===== src/rtl/vga_pkg.sv =====
// Constants shared by the VGA state bridge, the renderer and the CPU header.
// Holds the register map, status bit positions, write masks and reset words.
package vga_pkg;

  localparam logic [1:0] OFF_X      = 2'd0;
  localparam logic [1:0] OFF_Y      = 2'd1;
  localparam logic [1:0] OFF_COMMIT = 2'd2;
  localparam logic [1:0] OFF_STATUS = 2'd3;

  localparam int DEAD_BIT  = 10;
  localparam int WIN_BIT   = 11;
  localparam int START_BIT = 12;

  localparam logic [15:0] X_MASK = 16'h03FF;
  localparam logic [15:0] Y_MASK = 16'h1FFF;

  localparam logic [15:0] OUT1_RST = 16'h0000;
  localparam logic [15:0] OUT2_RST = 16'h0000 | (16'h0001 << START_BIT);

  typedef enum logic {
    ST_IDLE    = 1'b0,
    ST_PENDING = 1'b1
  } state_t;

endpackage


===== src/rtl/vga_state_bridge.sv =====
// CPU-facing shadow registers for ship X/Y/status, copied to the renderer
// words together on a frame tick after a commit, so no half-updated frame.
//
// state      | meaning
// ST_IDLE    | shadows writable; COMMIT arms a transfer
// ST_PENDING | shadows frozen; next frame_tick copies them to out1/out2
module vga_state_bridge
  import vga_pkg::*;
#(
  parameter logic [15:0] BASE_ADDR = 16'hFF00
) (
  input  logic        clk,
  input  logic        rstN,
  input  logic        we,
  input  logic        re,
  input  logic [15:0] addr,
  input  logic [15:0] wdata,
  output logic [15:0] rdata,
  input  logic        frame_tick,
  output logic [15:0] out1,
  output logic [15:0] out2,
  output logic        pending
);

  state_t      state_q, state_d;
  logic [15:0] x_shadow, y_shadow;
  logic [13:0] frame_cnt;
  logic        overrun;
  logic        transfer;

  logic [15:0] offset;
  logic        in_win;
  logic [1:0]  sel;
  logic        wr_x, wr_y, wr_commit, rd_status;
  logic        wr_shadow, drop_wr;
  logic [15:0] rd_word;

  // Window test by subtraction so BASE_ADDR need not be 4-word aligned.
  assign offset    = addr - BASE_ADDR;
  assign in_win    = (offset[15:2] == 14'd0);
  assign sel       = offset[1:0];

  assign wr_x      = we && in_win && (sel == OFF_X);
  assign wr_y      = we && in_win && (sel == OFF_Y);
  assign wr_commit = we && in_win && (sel == OFF_COMMIT);
  assign rd_status = re && in_win && (sel == OFF_STATUS);
  assign wr_shadow = wr_x || wr_y;
  assign drop_wr   = wr_shadow && (state_q == ST_PENDING);

  assign pending   = (state_q == ST_PENDING);

  always_comb begin
    state_d  = state_q;
    transfer = 1'b0;
    case (state_q)
      ST_IDLE: begin
        if (wr_commit) state_d = ST_PENDING;
      end
      ST_PENDING: begin
        if (frame_tick) begin
          state_d  = ST_IDLE;
          transfer = 1'b1;
        end
      end
      default: state_d = ST_IDLE;
    endcase
  end

  always_comb begin
    rd_word = 16'h0000;
    if (in_win) begin
      case (sel)
        OFF_X:      rd_word = x_shadow;
        OFF_Y:      rd_word = y_shadow;
        OFF_STATUS: rd_word = {pending, overrun, frame_cnt};
        default:    rd_word = 16'h0000;
      endcase
    end
  end

  always_ff @(posedge clk or negedge rstN) begin
    if (!rstN) begin
      state_q <= ST_IDLE;
    end else begin
      state_q <= state_d;
    end
  end

  always_ff @(posedge clk or negedge rstN) begin
    if (!rstN) begin
      x_shadow <= OUT1_RST;
      y_shadow <= OUT2_RST;
      out1     <= OUT1_RST;
      out2     <= OUT2_RST;
    end else begin
      if (wr_x && !pending) x_shadow <= wdata & X_MASK;
      if (wr_y && !pending) y_shadow <= wdata & Y_MASK;
      // Transfer only happens in PENDING, where shadows are frozen.
      if (transfer) begin
        out1 <= x_shadow;
        out2 <= y_shadow;
      end
    end
  end

  always_ff @(posedge clk or negedge rstN) begin
    if (!rstN) begin
      frame_cnt <= 14'd0;
      overrun   <= 1'b0;
      rdata     <= 16'h0000;
    end else begin
      if (frame_tick) frame_cnt <= frame_cnt + 14'd1;
      // A dropped write in the same cycle as a STATUS read keeps the flag set.
      if (drop_wr) overrun <= 1'b1;
      else if (rd_status) overrun <= 1'b0;
      if (re) rdata <= rd_word;
    end
  end

endmodule


===== config.mk =====
export PLATFORM = sky130hd
export DESIGN_NAME = vga_state_bridge
export DESIGN_NICKNAME = d
export VERILOG_FILES = /design/src/rtl/vga_pkg.sv /design/src/rtl/vga_state_bridge.sv
export SDC_FILE = /design/constraint.sdc
export NUM_CORES = 1
export LEC_CHECK = 0
export CORE_AREA = 2 2 110 80
export DETAILED_ROUTE_END_ITERATION = 6
export DIE_AREA = 0 0 112 82
export GPL_TIMING_DRIVEN = 0
export PLACE_DENSITY_LB_ADDON = 0.05
export SLEW_MARGIN = 40
export SYNTH_ARGS = -nofsm -noshare
export SYNTH_HDL_FRONTEND = slang
export SYNTH_SLANG_ARGS = --single-unit

===== constraint.sdc =====
create_clock -name clk -period 1.6 [get_ports clk]
set_clock_uncertainty 0.1 [all_clocks]
set_input_delay 0.32 -clock clk [delete_from_list [all_inputs] [get_ports clk]]
set_output_delay 0.32 -clock clk [all_outputs]
set_load 0.03 [all_outputs]

* Word level (Yosys, flattened, before mapping)
Index checks and enable logic that the tools add are counted.
** Word-level totals
- Input port bits :: 37
- Output and inout port bits :: 49
- Word-level logic and storage cells :: 37
- Bits in registers :: 78
** Operators by class
- Add/sub/neg operators :: 2
- Eq/ne operators :: 3
- Bitwise logic cells :: 1
- Multiplexer cells :: 9
- Reduce and logical (&&, ||, !) cells :: 14
** Operator list (number)
- $pmux W16 S3 :: 1
- $mux W16 :: 1
- $sub A16 B16 Y16 const B :: 1
- $add A14 B1 Y14 const B :: 1
- $logic_not A14 Y1 :: 1
- $logic_and A1 B1 Y1 :: 9
- $mux W1 :: 6
- $eq A2 B2 Y1 const B :: 2
- $eq A2 B1 Y1 const B :: 1
- $logic_not A2 Y1 :: 1
- $pmux W1 S2 :: 1
- $reduce_bool A2 Y1 :: 1
- $logic_not A1 Y1 :: 1
- $logic_or A1 B1 Y1 :: 1
- $not A1 Y1 :: 1

* Longest topological paths before layout
Gate-level depths: netlist of run 1.
- Word-level depth :: 7
- Mapped depth :: 6
- Depth with buffers taken out :: 4

* Worst setup path after synthesis of run 1
No wires, ideal clock.
- Path kind :: in2reg
- Start point :: input addr[3]
- End point :: register x_shadow[0]
- Buffers on the path :: 1
- Data required time :: 1.375 ns
- Setup time :: 0.125 ns
- Data arrival time :: 1.996 ns
- Setup slack :: -0.621 ns
- Cell stages on the path :: 5
- Cell sequence :: or4_4 -> nor4_4 -> and3b_1 -> buf_4 -> mux2_2
** Between the ends
- Longest elaborated chain between the ends :: 5
** Ends and longest elaborated chain
- from (decl) :: RTL line vga_state_bridge.sv:16 : input logic [15:0] addr,
- $sub A16 B16 Y16 :: RTL line vga_state_bridge.sv:39 : assign offset = addr - BASE_ADDR;
- $logic_not A14 Y1 :: RTL line vga_state_bridge.sv:40 : assign in_win = (offset[15:2] == 14'd0);
- $logic_and A1 B1 Y1 (2 in series) :: RTL line vga_state_bridge.sv:43 : assign wr_x = we && in_win && (sel == OFF_X);
- $logic_and A1 B1 Y1 :: RTL line vga_state_bridge.sv:96 : if (wr_x && !pending) x_shadow <= wdata & X_MASK;
- to (signal assigned) :: RTL line vga_state_bridge.sv:96
- to (decl) :: RTL line vga_state_bridge.sv:26 : logic [15:0] x_shadow, y_shadow;
Every way passes these cells.
A chain may end at the register's enable or synchronous reset.

* Final worst setup path of run 1
- Start point :: input we
- End point :: register x_shadow[8]
** Between the ends
- Longest elaborated chain between the ends :: 3
** Ends and longest elaborated chain
- from (decl) :: RTL line vga_state_bridge.sv:14 : input logic we,
- $logic_and A1 B1 Y1 (2 in series) :: RTL line vga_state_bridge.sv:43
- $logic_and A1 B1 Y1 :: RTL line vga_state_bridge.sv:96
Every way passes these cells.

==> metrics, run 1 <==
drt pass-1 iters 4; register bit count reported by yosys 78; Worst EP required 1.71 ns; multiplexer share of the synthesized area between 20% and 30%; Inserted Diodes 0; Yosys cell types 33; Startpoint Class input pin; global-route wire length before repair approximately 13000 um; CP dominant cell by count nor2b_2; Synth Area in Simple Gates between 8 and 9%; Synth area leader dfrtp_1; initial DRC count about 100; total number of yosys warnings 0; sequential-to-total area share from yosys stat a little under three fifths; Worst Hold Class in -> reg; crit path DAT 1.96 ns; post-synthesis cell area around 0.0035 mm^2; delay-heaviest family, CP buffers and inverters; Worst path slowest cell clkdlybuf4s50_1; Hold Startpoint frame_tick; area delta synth->final 39.80%; Via density between 4 and 5; Min Hold Slack between 0.3 and 0.4 ns; Port Buffers 70; Power per Cell Area around 940 mW/mm^2; Synth Area in Adders 0.3598%; max incr delay on CP between 0.5 and 0.6 ns; final hold vios 0; Max Cap Violations 0; violated checks setup timing; number of synthesized flops with an enable pin 0; CP Cell Sequence clkdlybuf4s50_1 -> nor2b_2 -> nor2b_2 -> and3b_2 -> buf_6 -> mux2_4; root buffer cell clkbuf_16; Critical path buffers and inverters 2; WS Path Type in -> reg; vias 2414; initial antenna violation count 0; fin crit share 115.5%; Fmax achieved 0.5410 GHz; Yosys top cell area share between 50% and 60%; worst vdd ir 0.6267 mV; RSZ-0062 raised after global routing true; Initial Util 42.41%; leakage power approximately 2.5 nW; synth top area cells dfrtp_1 (55%), mux2_2 (13%), mux2_4 (4.3%), mux2i_1 (3.2%), o2bb2ai_1 (2.5%); # DRC 0; status finished with violations; Core Box Area slightly above 0.008 mm^2; Slew headroom between 60 and 70%; Final ANT Viol Nets 0; TritonCTS buffer count 9; die height 82 um; DR WL/cell 16.50 um; main combinational cell family by area after synthesis multiplexers; nets 414; clock slew at reported path FFs 0.06 ns; Max Buffers Root-to-Sink 2; placed inst area about 0.0044 mm^2; max-slew violation count 0; CTS tree yes; worst slack at placement -1.124 ns; vias in the first global route between 2000 and 2500; Gate Count Post-Synth about 270; R2R Path Start pending; Ports 86; design area a little under 0.005 mm^2; dpl hpwl approximately 5400 um; clock net sink count 78; Synth Area in Compound Gates around 5.3%; Mapped Avg Cell Area roughly 13 um^2; H-tree Lvls 3; setup violators final 24; Skew-Pair Late Insertion Delay 0.33 ns; crit path launch we; Design Power ~4.6 mW; global route overflow 0; setup TNS -4.240 ns; largest net degree at the start of global routing 54; die area between 0.009 and 0.01 mm^2; Routed WL 8021 um; Slew @ Worst Pin 0.5257 ns; Crit Path Max Fanout 5; # rows 28; Die X 112 um; dominant synthesized flop cell dfrtp_1; Setup WS post-layout -0.2483 ns; Final min period 1.848 ns; Post-synth ARST share between 90% and 100%; XOR/XNOR Fraction of Synth Area about 3.3%; routability cong. 0.7999; critical path endpoint category register; gr usage total 18.75%; layout cells sized above 1 just under 30%
## what timing repair did
item / in CTS / in global routing
hold endpoints to repair: 25 / 0
buffers inserted: 8 / 3
hold buffers: 1 / 0
cloned: 2 / 0
setup endpoints to repair: 83 / 43
resized for setup: 82 / 24
pin swaps: 6 / 5
## kinds of logic (layout without fill, tap and decap cells)
family | count (synthesis) | in the layout
simple gates | 51 | 51
xor+xnor | 13 | 13
mux | 61 | 61
buf+inv | 41 | 141
flops | 78 | 78
other cells | 1 | 9
compound gates | 27 | 27
fa+ha+maj | 1 | 1
## cell usage after synthesis, types with 3 or more instances
master,count
nand4_1,4
mux2_4,10
dfrtp_1,76
inv_1,18
o21ai_0,10
xnor2_1,7
o22ai_1,6
nor3_1,4
o2bb2ai_1,10
mux2_2,40
buf_4,10
nor2_1,3
nand2_1,12
xor2_1,6
mux2i_1,11
clkbuf_1,9
buf_1,3
nand3_1,15
## per-stage QoR
step,std cells,util (%)
final,486,59.29
after detailed placement,457,53.42
after global routing,486,59.29
after floorplan,281,-
after CTS,483,58.39
after global placement,456,53.07
## layout make-up
cell class	count	area, um^2
plain buffers	23	157.7
clock buffers	15	267.8
clock inverters	1	5.005
fillers	702	3337
inverters	18	67.56
multi-input cells	162	1445
flip-flops and latches	78	1954
well taps	105	131.4
repair buffers	84	832.0
## registers in the layout (all words and copies together) (netlist names)
signal,flops
x_shadow,10
pending,1
out2,13
overrun,1
rdata,16
out1,10
y_shadow,13
frame_cnt,14
## per-layer routing
layer / share of wire, % / GRT usage (%) / vias up / routed length (um)
met5: 0 / 0 / - / 0
met4: 0.85 / 5.488 / 0 / 68
met3: 4.4 / 5.018 / 7 / 351
met2: 45 / 28.61 / 60 / 3592
met1: 50 / 26.58 / 1196 / 4008
li1: - / - / 1151 / -
## placed cells by master, fill, tap and decap left out, types with 2 or more instances in the layout
master           count
clkbuf_8             2
clkbuf_1            11
nor3_1               4
dfstp_2              2
conb_1               9
mux2i_1             11
clkbuf_16            9
dlygate4sd2_1       38
dfrtp_1             76
inv_1               18
xnor2_1              7
or4_4                2
dlymetal6s2s_1      10
nor2b_2              2
clkdlybuf4s50_1     15
buf_2                3
buf_4               19
nand2_1             11
o22ai_1              5
nor2_1               3
nand4_1              4
xor2_1               6
buf_16               2
mux2_4              20
o21ai_0             10
nand3_1             13
o2bb2ai_1           10
nand4b_1             2
mux2_2              30
buf_6                7
nand3_4              2
## final timing paths
check | to | slack, ns | cells past startpoint
setup / recovery | x_shadow[8] | -0.25 | 6
hold / removal | frame_cnt[0] | 0.30 | 2
setup reg to reg | x_shadow[8] | 0 | 4
hold reg to reg | frame_cnt[13] | 0.37 | 1
max in group asynchronous | y_shadow[12] | 0.49 | 3
min in group asynchronous | out1[6] | 0.33 | 2
## power by group
part	switching, mW	leakage [nW]	internal, mW
clock	0.732	0.134	1.13
sequential	0.0843	1.06	2.06
combinational	0.260	1.35	0.281
total	1.08	2.54	3.48
Power figures use the tool's default switching activity.
==> run 2: changes to the inputs <==
CORE_AREA = 8 8 116 86   (was 2 2 110 80)
DIE_AREA = 0 0 124 94   (was 0 0 112 82)
GPL_ROUTABILITY_DRIVEN = 0   (was default)
==> run 2 against run 1 <==
The run still ends with setup timing left. Clock power is essentially flat. Sequential share of layout area down 0.14 points. Via count is 1.2% higher. Highest routed layer unchanged. Routed wire length increased by 6.6%. Sequential power about the same. Non-clock buffer count down 1. Global-route usage is 3.3 points lower. Die area grew 27%. Cell count decreased by 0.21%. Flip-flop and latch count stayed put. Worst setup slack improved by 0.010 ns. Cell area is 0.36% higher. Largest power group unchanged.
==> metrics, run 2 (synthesized netlist as in run 1, its figures left out) <==
global-route wire length before repair 13790 um (+6.1%); worst-case reg-to-reg path depth 4 (unchanged); fin crit share 114.9% (-0.64 points); H-tree Lvls 3 (unchanged); Critical path buffers and inverters 3 (+1); drt pass-1 iters 4 (unchanged); initial antenna violation count 0 (unchanged); global route overflow 0 (unchanged); vias 2442 (+1.2%); RSZ-0062 raised after global routing true; nets 413 (-0.24%); worst reg2reg endpoint frame_cnt[13]; final hold vios 0 (unchanged); die area 0.01166 mm^2 (+27%); Startpoint Class input pin; Slew headroom 60.83% (-4.1 points); Final ANT Viol Nets 0 (unchanged); delay-heaviest family, CP simple AND/OR/NAND/NOR gates; R2R Path Start frame_cnt[5]; Most flops, register rdata; Final min period 1.838 ns (-0.01031 ns); status finished with violations; Crit Path Max Fanout 5 (unchanged); most common cell after layout, fill and taps aside dfrtp_1; Routed WL 8553 um (+6.6%); Slew @ Worst Pin 0.5876 ns (+0.06185 ns); WHS Endpoint frame_cnt[0]; DR WL/cell 17.64 um (+6.9%); WS Path Type in -> reg; Min Hold Slack 0.2854 ns (-0.01627 ns); critical path endpoint category register; Worst EP required 1.71 ns (about the same); Max Buffers Root-to-Sink 2 (unchanged); vias in the first global route 2601 (+6.4%); Max Cap Violations 0 (unchanged); clock net sink count 78 (unchanged); Power per Cell Area 925.6 mW/mm^2 (-1.2%); gr usage total 15.42% (-3.3 points); R2R Setup Slk 0.01 ns (about the same); die height 94 um (+15%); clock slew at reported path FFs 0.05 ns (about the same); CTS tree yes; max incr delay on CP 0.54 ns (+0.03 ns); # DRC 0 (unchanged); Core Box Area 0.008198 mm^2 (unchanged); largest net degree at the start of global routing 43 (-20%); Ports 86 (unchanged); worst vdd ir 0.6254 mV (-0.20%); layout cells sized above 1 30.53% (+1.1 points); Via density 5.035 (+1.4%); root buffer cell clkbuf_16; crit path DAT 1.95 ns (about the same); Top Registers rdata: 16 flops, frame_cnt: 14 flops; Inserted Diodes 0 (unchanged); # rows 28 (unchanged); Worst path slowest cell or4_4; area delta synth->final 40.30%; Initial Util 42.41% (unchanged); Die X 124 um (+11%); max-slew violation count 0 (unchanged); violated checks setup timing; Design Power 4.515 mW (-0.83%); CP dominant cell by count buf_6; Setup WS post-layout -0.2380 ns (+0.01031 ns); Hold Startpoint frame_tick; Worst Hold Class in -> reg; leakage power 2.548 nW (+0.22%); commonest cells after routing, fill and taps aside dfrtp_1 (76), dlygate4sd2_1 (38), mux2_2 (30); CP Cell Sequence buf_6 -> or4_4 -> nor4_4 -> buf_4 -> and3b_2 -> buf_6 -> mux2_4; initial DRC count 96 (-5.0%); number of flip-flops in the largest register 16 (unchanged); Skew-Pair Late Insertion Delay 0.33 ns (about the same); crit path launch addr[4]; Port Buffers 70 (unchanged); TritonCTS buffer count 9 (unchanged); Fmax achieved 0.5441 GHz (+0.56%); setup violators final 27 (+13%); dpl hpwl 6037 um (+12%); Worst Hold Depth 2 (unchanged)
## run 2: what timing repair did
item / 4_1_cts / 5_1_grt
gates cloned: 2 / 0
hold buffers: 1 / 0
resized for setup: 76 / 43
pin swaps: 5 / 6
endpoints found under the setup margin: 82 / 64
hold endpoints to repair: 41 / 0
buffers inserted: 8 / 2
## run 2: routing by layer
metal | track usage, % | vias up | part of all wire, % | wire length [um]
met3 | 4.384 | 9 | 5.4 | 460
li1 | - | 1146 | - | -
met2 | 23.00 | 56 | 45 | 3879
met1 | 21.43 | 1231 | 48 | 4125
met5 | 0 | - | 0 | 0
met4 | 4.146 | 0 | 1.0 | 88
## run 2: final cells by class
cell class                 instances  area [um^2]
clock buffer                      11        242.7
inverter                          18        67.56
tap                              105        131.4
fill                             712         3319
sequential                        78         1954
multi-input combinational        162         1466
buffer                            23        167.7
timing repair buffer              83        823.3
clock inverter                     5        25.02
## run 2: worst max-delay path by stage
stage,slack (ns),depth (start not counted),end
floorplan,-0.48,5,x_shadow[0]
global placement,-2.73,1,rdata[11]
detailed placement,-1.14,6,x_shadow[3]
CTS,-0.38,7,x_shadow[6]
global route,-0.27,7,x_shadow[7]
finish,-0.24,7,x_shadow[0]
## run 2: per-stage QoR
stage | instances | setup TNS [ns] | instance area [um^2] | util (%) | setup slack (ns)
6_report | 485 | -4.073 | 4878 | 59.51 | -0.2380
5_1_grt | 485 | -5.570 | 4878 | 59.51 | -0.2721
4_1_cts | 483 | -9.722 | 4760 | 58.06 | -0.3798
3_5_place_dp | 457 | -41.77 | 4372 | 53.33 | -1.139
3_3_place_gp | 456 | -250.58 | 4350 | 53.07 | -2.728
2_1_floorplan | 281 | -12.12 | 3518 | - | -0.4826
## run 2: worst reg2reg max path, delay by kind of cell (launching register included)
family                    cells  cell delay [ns]
and+or+nand+nor               3             0.87
DFF                           1             0.36
xor gates and xnor gates      1             0.14
## run 2: power breakdown
part	switching [mW]	leakage, nW	internal (mW)	total, mW
Sequential	0.0890	1.06	2.06	2.15
Clock	0.768	0.139	1.08	1.85
Combinational	0.255	1.35	0.264	0.519
Total	1.11	2.55	3.40	4.52
